--- config.mk ---
export PLATFORM = sky130hd
export DESIGN_NAME = adder_intf
export DESIGN_NICKNAME = d
export VERILOG_FILES = /design/src/rtl/adder_pkg.sv /design/src/rtl/adder_result_reg.sv /design/src/rtl/adder_intf.sv
export SDC_FILE = /design/constraint.sdc
export NUM_CORES = 1
export LEC_CHECK = 0
export CAP_MARGIN = 20
export CORE_ASPECT_RATIO = 1.5
export CORE_MARGIN = 4
export CORE_UTILIZATION = 44
export DETAILED_ROUTE_END_ITERATION = 8
export PLACE_DENSITY = 0.8
export SLEW_MARGIN = 25
export SYNTH_ARGS = -nofsm -noshare
export SYNTH_HDL_FRONTEND = slang
export SYNTH_SLANG_ARGS = --single-unit
--- constraint.sdc ---
create_clock -name clk -period 1.7 [get_ports clk]
set_input_delay 0.34 -clock clk [delete_from_list [all_inputs] [get_ports clk]]
set_output_delay 0.34 -clock clk [all_outputs]
set_load 0.01 [all_outputs]
--- src/rtl/adder_pkg.sv ---
// Shared types and constants for the registered adder and its scoreboard.
package adder_pkg;

  localparam int DEF_WIDTH = 4;
  localparam int DEF_CNT_W = 16;

  typedef struct packed {
    logic [DEF_WIDTH-1:0] sum;
    logic                 cout;
    logic                 ovf;
  } adder_result_t;

  function automatic adder_result_t add_calc(input logic [DEF_WIDTH-1:0] a,
                                             input logic [DEF_WIDTH-1:0] b,
                                             input logic                 cin);
    logic [DEF_WIDTH:0] full;
    adder_result_t      res;
    full     = {1'b0, a} + {1'b0, b} + {{DEF_WIDTH{1'b0}}, cin};
    res.sum  = full[DEF_WIDTH-1:0];
    res.cout = full[DEF_WIDTH];
    res.ovf  = (a[DEF_WIDTH-1] == b[DEF_WIDTH-1]) && (full[DEF_WIDTH-1] != a[DEF_WIDTH-1]);
    return res;
  endfunction

endpackage

--- src/rtl/adder_result_reg.sv ---
// Single-entry valid/ready holding register; payload type is a parameter.
module adder_result_reg #(
  parameter type T = logic
) (
  input  logic clk,
  input  logic rst,
  input  logic in_valid,
  output logic in_ready,
  input  T     in_data,
  output logic out_valid,
  input  logic out_ready,
  output T     out_data
);

  logic valid_q, valid_d;
  T     data_q,  data_d;

  // No skid buffer: a new entry is taken only when the slot is empty or draining.
  assign in_ready = !rst && (!valid_q || out_ready);

  always_comb begin
    valid_d = valid_q;
    data_d  = data_q;
    if (in_valid && in_ready) begin
      valid_d = 1'b1;
      data_d  = in_data;
    end else if (valid_q && out_ready) begin
      valid_d = 1'b0;
    end
  end

  always_ff @(posedge clk) begin
    if (rst) begin
      valid_q <= 1'b0;
      data_q  <= '0;
    end else begin
      valid_q <= valid_d;
      data_q  <= data_d;
    end
  end

  assign out_valid = valid_q;
  assign out_data  = data_q;

endmodule

--- src/rtl/adder_intf.sv ---
// Flow-controlled registered adder with sum/carry/overflow and a delivered-result counter.
module adder_intf
  import adder_pkg::*;
#(
  parameter int WIDTH = DEF_WIDTH,
  parameter int CNT_W = DEF_CNT_W
) (
  input  logic             clk,
  input  logic             rst,
  input  logic             in_valid,
  output logic             in_ready,
  input  logic [WIDTH-1:0] a,
  input  logic [WIDTH-1:0] b,
  input  logic             cin,
  output logic             out_valid,
  input  logic             out_ready,
  output logic [WIDTH-1:0] sum,
  output logic             cout,
  output logic             ovf,
  output logic [CNT_W-1:0] res_count
);

  typedef struct packed {
    logic [WIDTH-1:0] sum;
    logic             cout;
    logic             ovf;
  } result_t;

  logic [WIDTH:0]   full_sum;
  result_t          res_in;
  result_t          res_out;
  logic             out_valid_int;
  logic [CNT_W-1:0] cnt_q, cnt_d;

  assign full_sum = {1'b0, a} + {1'b0, b} + {{WIDTH{1'b0}}, cin};

  // Overflow: operands agree in sign but the wrapped result does not.
  always_comb begin
    res_in.sum  = full_sum[WIDTH-1:0];
    res_in.cout = full_sum[WIDTH];
    res_in.ovf  = (a[WIDTH-1] == b[WIDTH-1]) && (full_sum[WIDTH-1] != a[WIDTH-1]);
  end

  adder_result_reg #(
    .T (result_t)
  ) u_result_reg (
    .clk       (clk),
    .rst       (rst),
    .in_valid  (in_valid),
    .in_ready  (in_ready),
    .in_data   (res_in),
    .out_valid (out_valid_int),
    .out_ready (out_ready),
    .out_data  (res_out)
  );

  always_comb begin
    cnt_d = cnt_q;
    if (out_valid_int && out_ready) begin
      cnt_d = cnt_q + CNT_W'(1);
    end
  end

  always_ff @(posedge clk) begin
    if (rst) begin
      cnt_q <= '0;
    end else begin
      cnt_q <= cnt_d;
    end
  end

  assign out_valid = out_valid_int;
  assign sum       = res_out.sum;
  assign cout      = res_out.cout;
  assign ovf       = res_out.ovf;
  assign res_count = cnt_q;

endmodule

# Yosys cells after proc, flatten, opt, wreduce, memory -nomap -nowiden
# Index checks and enable logic that the tools add are counted.
# classes
mux	2
n_reduce_logical	8
n_eq_ne	2
n_addsub	3
# op_table
cell	count
adder 16 x 1 -> 16 bit, second input constant	1
adder 4 x 4 -> 5 bit	1
adder 5 x 1 -> 5 bit	1
logical AND 1 bit	4
logical NOT 1 bit	2
two-way mux 1 bit	2
nonzero test 2 bit	1
== test 1 bit	1
logical OR 1 bit	1
!= test 1 bit	1
# totals
inputBits	13
register_bits	23
wordCells	20
out_inout_bits	24

# Depth between registers and ports, before layout
# Gate-level depths: netlist (run 1).
# depth
depth_word	5
mapped_depth	7
ltp_nobuf	7

# By module
# From an unflattened synthesis (run 1), not the netlist that was laid out.
# hier_totals
cells_unflattened	136
area_unflattened_um2	1222.4
# modules_own_cells
module	instances	seq_area_each_um2	area_per_inst_um2	cells_each
adder_intf	1	320.3	898.4	104
adder_result_reg	1	140.1	324.1	32

# Worst setup path before layout (run 1)
# No wires, ideal clock.
# synth_path
kind	register to register
from	register cnt_q[6] (netlist: res_count[6])
to	register cnt_q[15] (netlist: res_count[15])
setup_time_ns	0.115
required_ns	1.585
arrival_ns	1.444
n_path_buf	0
setup_slack_ns	0.141
period_less_slack_ns	1.559
stages_incl_launch_ff	5
cell_sequence	dfxtp_1 -> nand4_2 -> or3_4 -> o31a_1 -> o21a_1
# synth_via
elab_chain_len	1
# synth_rtl
item	line	source
start, declared	adder_intf.sv:33	logic [CNT_W-1:0] cnt_q, cnt_d;
start signal, assigned	adder_intf.sv:68	cnt_q <= cnt_d;
adder 16 x 1 -> 16 bit	adder_intf.sv:60	cnt_d = cnt_q + CNT_W'(1);
# No other way between the ends.
# A chain may end at the register's enable or synchronous reset.

# Worst setup path in the final report (run 1)
# layout_path
from	register cnt_q[4] (netlist: res_count[4])
to	output res_count[4]
# layout_rtl
item	line	source
end, declared	adder_intf.sv:20	output logic [CNT_W-1:0] res_count
# No word-level cell between the ends.

==> out/results.tsv, run 1 <==
stage	metric	value	unit
outcome	status	finished, final reports clean	
placement	pre_cts_slack	-413	ps
pwr	p_sw_share	25.4	%
route	drc	0	
die	fp.dieW	49.0	um
cells_and_area	syn_to_final_growth	46.7	%
job	drv_cap	0	
die	core_area	0.00242	sq mm
worst_setup_path	cp_slowest_cell	clkdlybuf4s50_1	
worst_setup_path	critPathLaunchType	register	
route	wl	2760	um
synthesis	syn_area	0.00111	sq mm
clock_network	cts_tree	done	
sta	finalSetupViolations	0	
worst_setup_path	critPathTopFamily	buffers and inverters	
clock_network	clock-root-buffer	clkbuf_4	
route	post_drt_wl_per_cell	13.7	um
sta	slew-limit-headroom	72.5	%
die	start_util	45.9	%
clock_network	cts_max_level	1	
global_route	antenna_found_initial	0	
global_route	grt_util_all_layers	16.1	%
synthesis	synth_nets	148	
placement	gp_congestion	0.805	
route	firstDrtPassIters	4	
synthesis	syn_area_per_cell	8.61	sq um
sta	hold_ws	469	ps
clock_network	clkLatencyLatePin	320	ps
clock_network	cts_buffers	3	
clock_network	cts_sinks	23	
sta	setup_ws	32.4	ps
die	fp.dieH	69.5	um
sta	fin_crit	1670	ps
pwr	power_frac_seq	56.6	%
pwr	p_comb_share	17.9	%
cells_and_area	drive_gt1_share	18.0	%
worst_setup_path	path_buf_inv	1	
pwr	p_total	1000	uW
worst_setup_path	worst_path_largest_cell_delay	570	ps
global_route	grt-ovfl-total	0	
cells_and_area	antennaDiodeCount	0	
sta	hold_viol	0	
synthesis	synthCells	129	
sta	tightest_slew	408	ps
worst_setup_path	arrival	1330	ps
clock_network	cts_setup_buffers	0	
sta	fmax	600	MHz
synthesis	yosysUniqueCellTypes	28	
synthesis	ys_seq_elements	23	
pwr	internal_power	750	uW
global_route	grt_max_degree	20	
min_path	hold_path.class	reg -> reg	
worst_setup_path	path_max_fanout	5	
clock_network	clk_pin_slew_worst_paths	130	ps
synthesis	yosysSeqAreaShare	41.4	%
pwr	switching_power	255	uW
sta	fin_worst_skew	9.83	ps
global_route	grt_pass1_vias	1053	
die	core.rowCount	22	
route	drt-initial-drc-count	36	
global_route	grt_pass1_wl	4420	um
pwr	leakagePower	0.000614	uW
cells_and_area	nets	198	
route	num_vias	1104	
cells_and_area	layout_common_cells	clkdlybuf4s50_1, nor2_1, dfxtp_1	
clock_network	clockBufferDepth	2	
worst_setup_path	required	1360	ps
cells_and_area	final_common_cell	clkdlybuf4s50_1	
die	die-area	0.00341	sq mm
route	drt-vias-per-instance	5.47	
route	drtAntennaViolNets	0	
worst_setup_path	cp-end-kind	output port	
placement	io_buffer_count	36	
worst_setup_path	cp_cell_sequence	clkdlybuf4s50_1	
pwr	p_clk_share	25.6	%
worst_setup_path	crit_type	reg -> out	
pwr	vdd_ir_drop_max	0.365	mV
placement	dp_hpwl	2170	um
die	io_pins	37	
sta	finalCritPeriodShare	98.1	%
pwr	power_density	616	mW/mm^2
synthesis	synth_warnings	0	
sta	drv_slew	0	
-- sequential cells by signal (all words and copies together), names as in the netlist --
register and cells:
u_result_reg.out_valid 1, u_result_reg.out_data 6, res_count 16
-- Yosys cell counts, drive strengths merged --
master / n / area share, %
dfxtp: 23 / 41
nor2: 16 / 5.4
xnor2: 11 / 8.7
a21oi: 10 / 4.5
nand2: 10 / 3.4
inv: 9 / 3.0
nand3: 6 / 2.7
o21ai: 6 / 2.7
or3: 5 / 3.4
ha: 4 / 4.5
nand4: 4 / 3.4
nor3: 4 / 1.8
nor4: 4 / 2.3
clkbuf: 3 / 1.0
a21o: 2 / 1.4
fa: 2 / 3.6
xor2: 2 / 1.6
a211oi: 1 / 0.68
a32o: 1 / 0.90
and3: 1 / 0.56
nand2b: 1 / 0.56
nor2b: 1 / 0.56
o21a: 1 / 0.68
o31a: 1 / 0.79
or2: 1 / 0.56
-- per-layer routing --
layer  share of wire (%)  GRT usage (%)
met2                  54           29.7
met3                 6.8           4.09
met5                   0              0
met1                  38           16.0
met4                 1.6           7.78
-- cell families after synthesis --
group	Yosys count	synth area share [%]
xor gates and xnor gates	13	10.2
AOI/OAI and AO/OA	22	11.6
adders and majority gates	6	8.11
buffers and inverters	12	4.05
and+or+nand+nor	53	24.6
DFF	23	41.4
-- timing repair --
| action | in CTS | in global routing |
|---|---|---|
| setup endpoints to repair | 6 | 8 |
| hold buffers | 0 | 0 |
| pin swaps | 2 | 1 |
| resized for setup | 6 | 10 |
-- metrics by stage --
| step | utilization [%] | setup TNS (ps) | cell area, sq um | instances |
|---|---|---|---|---|
| floorplan | - | 0 | 1110 | 129 |
| finish | 67.3 | 0 | 1630 | 202 |
| global placement | 65.2 | -2870 | 1580 | 198 |
| detailed placement | 65.2 | -3650 | 1580 | 198 |
| CTS | 66.6 | 0 | 1610 | 202 |
| global route | 67.3 | -1.15 | 1630 | 202 |
-- power groups by stage --
stage	logic (uW)	clock network, uW	registers (uW)
after floorplan	69.8	0	587
after global placement	168	0	579
after detailed placement	175	0	580
after CTS	178	264	568
after global routing	197	287	571
final	180	257	568
-- path summary, 6_finish.rpt --
kind                            slack, ps                      from  depth (start not counted)                        to
worst max-delay path                   30              res_count[4]                          1              res_count[4]
worst min-delay path                  470  u_result_reg.out_data[4]                          2  u_result_reg.out_data[4]
worst max register to register        210              res_count[0]                          5             res_count[14]
worst min register to register        470  u_result_reg.out_data[4]                          2  u_result_reg.out_data[4]
-- layout make-up --
cell class	instances	area [sq um]
clock buffers	4	26.3
inverters	9	33.8
well taps	24	30.0
multi-input cells	94	621
repair buffers	48	450
fillers	210	792
flip-flops and latches	23	469
No activity file was read; power rests on OpenSTA's default activity.
==> inputs of run 2 (changes only) <==
Settings changed: CORE_UTILIZATION 44 to 46, GPL_ROUTABILITY_DRIVEN from default to 0, PLACE_DENSITY 0.8 to 0.82, SYNTH_HIERARCHICAL from default to 1.
==> run 2 against run 1 <==
Register-to-register slack got worse by 70 ps; maximum frequency barely moved; sequential cell count did not move; synthesized cell count rose by 5.4%; cell count rose by 11%; core utilization rose by 4.1 points; total power rose by 2.8%; count of clock-buffer cells in the layout did not move; sequential share of layout area fell by 2.5 points; clock power rose by 3%; critical path type unchanged; highest routed layer unchanged; largest power group unchanged; area after synthesis rose by 10%; die area rose by 4.5%.
==> out/results.tsv, run 2 <==
stage	metric	value	unit
outcome	status	finished, final reports clean	
synthesis	ys_seq_elements	23	
sta	fmax	600	MHz
synthesis	synth_nets	155	
cells_and_area	drive_gt1_share	21.3	%
sta	final.setup.tns	0	ps
global_route	grt_util_all_layers	17.3	%
sta	hold_viol	0	
clock_network	cts_setup_buffers	0	
placement	pre_cts_slack	-439	ps
cells_and_area	largest_reg_flops	16	
global_route	grt_max_degree	32	
synthesis	synth_warnings	6	
worst_setup_path	path_buf_inv	1	
die	core_area	0.00250	sq mm
synthesis	syn_area	0.00122	sq mm
clock_network	cts_sinks	23	
route	drc	0	
route	firstDrtPassIters	4	
clock_network	clockBufferDepth	2	
die	io_pins	37	
worst_setup_path	arrival	1330	ps
pwr	p_total	1030	uW
cells_and_area	final_common_cell	clkdlybuf4s50_1	
synthesis	synthCells	136	
cells_and_area	final_util	71.4	%
cells_and_area	syn_to_final_growth	46.4	%
clock_network	clkLatencyLatePin	330	ps
worst_setup_path	cp_slowest_cell	clkdlybuf4s50_1	
job	drv_cap	0	
worst_setup_path	cp-end-kind	output port	
worst_setup_path	critPathTopFamily	buffers and inverters	
worst_setup_path	crit_type	reg -> out	
route	drtAntennaViolNets	0	
clock_network	clock-root-buffer	clkbuf_4	
route	drt-vias-per-instance	5.18	
cells_and_area	nets	208	
synthesis	yosys.area.top_type_share	37.7	%
global_route	antenna_found_initial	0	
clock_network	clk_pin_slew_worst_paths	130	ps
clock_network	cts_tree	done	
placement	dp_hpwl	2240	um
sta	drv_slew	0	
die	fp.dieW	50.1	um
clock_network	cts_buffers	3	
die	start_util	48.8	%
synthesis	synth_edf_count	0	
synthesis	syn_area_per_cell	8.99	sq um
route	drt-initial-drc-count	15	
sta	tightest_slew	315	ps
cells_and_area	antennaDiodeCount	0	
synthesis	synth_most_common_cell	dfxtp_1	
sta	finalCritPeriodShare	98.0	%
synthesis	yosysSeqAreaShare	37.7	%
synthesis	ys.flop_type	dfxtp_1	
sta	rsz0062_at_grt	no	
global_route	grt_pass1_wl	4830	um
cells_and_area	multi_input_area	728	sq um
synthesis	yosys.area.top_type	dfxtp_1	
die	fp.dieH	71.1	um
sta	fin_worst_skew	12.8	ps
cells_and_area	fin_area	0.00179	sq mm
worst_setup_path	required	1360	ps
min_path	hold_path.class	reg -> reg	
cells_and_area	seq_area	470	sq um
die	core.rowCount	22	
die	die-area	0.00356	sq mm
pwr	leakagePower	0.000731	uW
placement	io_buffer_count	36	
placement	dpl-instance-area	0.00174	sq mm
synthesis	yosysUniqueCellTypes	31	
route	num_vias	1160	
route	post_drt_wl_per_cell	13.0	um
worst_setup_path	critPathLaunchType	register	
pwr	power_density	577	mW/mm^2
route	wl	2910	um
clock_network	cts_max_level	1	
synthesis	synth_area_leaders	dfxtp_1, nand2b_1, xnor2_1	
cells_and_area	layout_common_cells	clkdlybuf4s50_1, nor2_1, buf_4, dfxtp_1, nand2b_1	
global_route	grt_pass1_vias	1193	
worst_setup_path	path_max_fanout	5	
pwr	vdd_ir_drop_max	0.509	mV
worst_setup_path	cp_cell_sequence	clkdlybuf4s50_1	
sta	fin_crit	1670	ps
synthesis	synthTopCellsByCount	dfxtp_1, nor2_1, nand2b_1	
sta	slew-limit-headroom	78.8	%
sta	finalSetupViolations	0	
sta	setup_ws	33.4	ps
synthesis	synth-async-reset-ratio	0	%
cells_and_area	fillers	203	
worst_setup_path	worst_path_largest_cell_delay	570	ps
global_route	grt-ovfl-total	0	
-- run 2: worst paths after layout --
| kind | start | slack, ps | cells past startpoint | endpoint |
|---|---|---|---|---|
| setup / recovery | res_count[1] | 30 | 1 | res_count[1] |
| hold / removal | u_result_reg/out_data[4] | 490 | 2 | u_result_reg/out_data[4] |
| setup reg to reg | res_count[1] | 140 | 6 | res_count[12] |
| hold reg to reg | u_result_reg/out_data[4] | 490 | 2 | u_result_reg/out_data[4] |
-- run 2: area by class of cell --
cell class,count,share of cell area [%]
Tap cell,36,2.52
Timing Repair Buffer,52,27.8
Inverter,6,1.26
Sequential cell,23,26.3
Multi-Input combinational cell,103,40.7
Clock buffer,4,1.47
-- run 2: what timing repair did --
item	in CTS	in global routing
setup endpoints to repair	9	9
pin swaps	1	0
endpoints found under the hold margin	0	0
hold buffers	0	0
gates resized for setup	11	8
-- run 2: per-stage QoR --
step	cells	hold WS [ps]
3_5_place_dp	220	465
3_3_place_gp	220	459
4_1_cts	224	486
6_report	224	485
2_1_floorplan	136	461
5_1_grt	224	510
-- run 2: power breakdown --
group | internal, uW | total (uW) | switching [uW] | leakage [uW]
logic | 118 | 199 | 80.9 | 0.000526
clock network | 92.0 | 264 | 172 | 0.0000150
registers | 557 | 571 | 13.7 | 0.000190
-- run 2: cells by family (layout without fill, tap and decap cells) --
family	after synthesis	count (layout)	share of synthesized area, %
flops	23	23	37.7
buf+inv	10	62	3.68
xor+xnor	13	13	9.31
compound gates	10	10	4.50
fa+ha+maj	6	6	7.37
mux	8	8	6.76
simple gates	66	66	30.7
-- run 2: layer usage --
metal	vias up	track usage, %	part of all wire, %
met1	540	16.3	37
met2	37	33.0	55
li1	570	-	-
met3	13	1.26	3.4
met5	-	0	0
met4	0	13.5	4.8
==> inputs of run 3 (changes only) <==
Settings changed: GPL_ROUTABILITY_DRIVEN 0 to default.
==> results of run 3 <==
The final DEF is identical to that of run 2; final timing and power are the same.
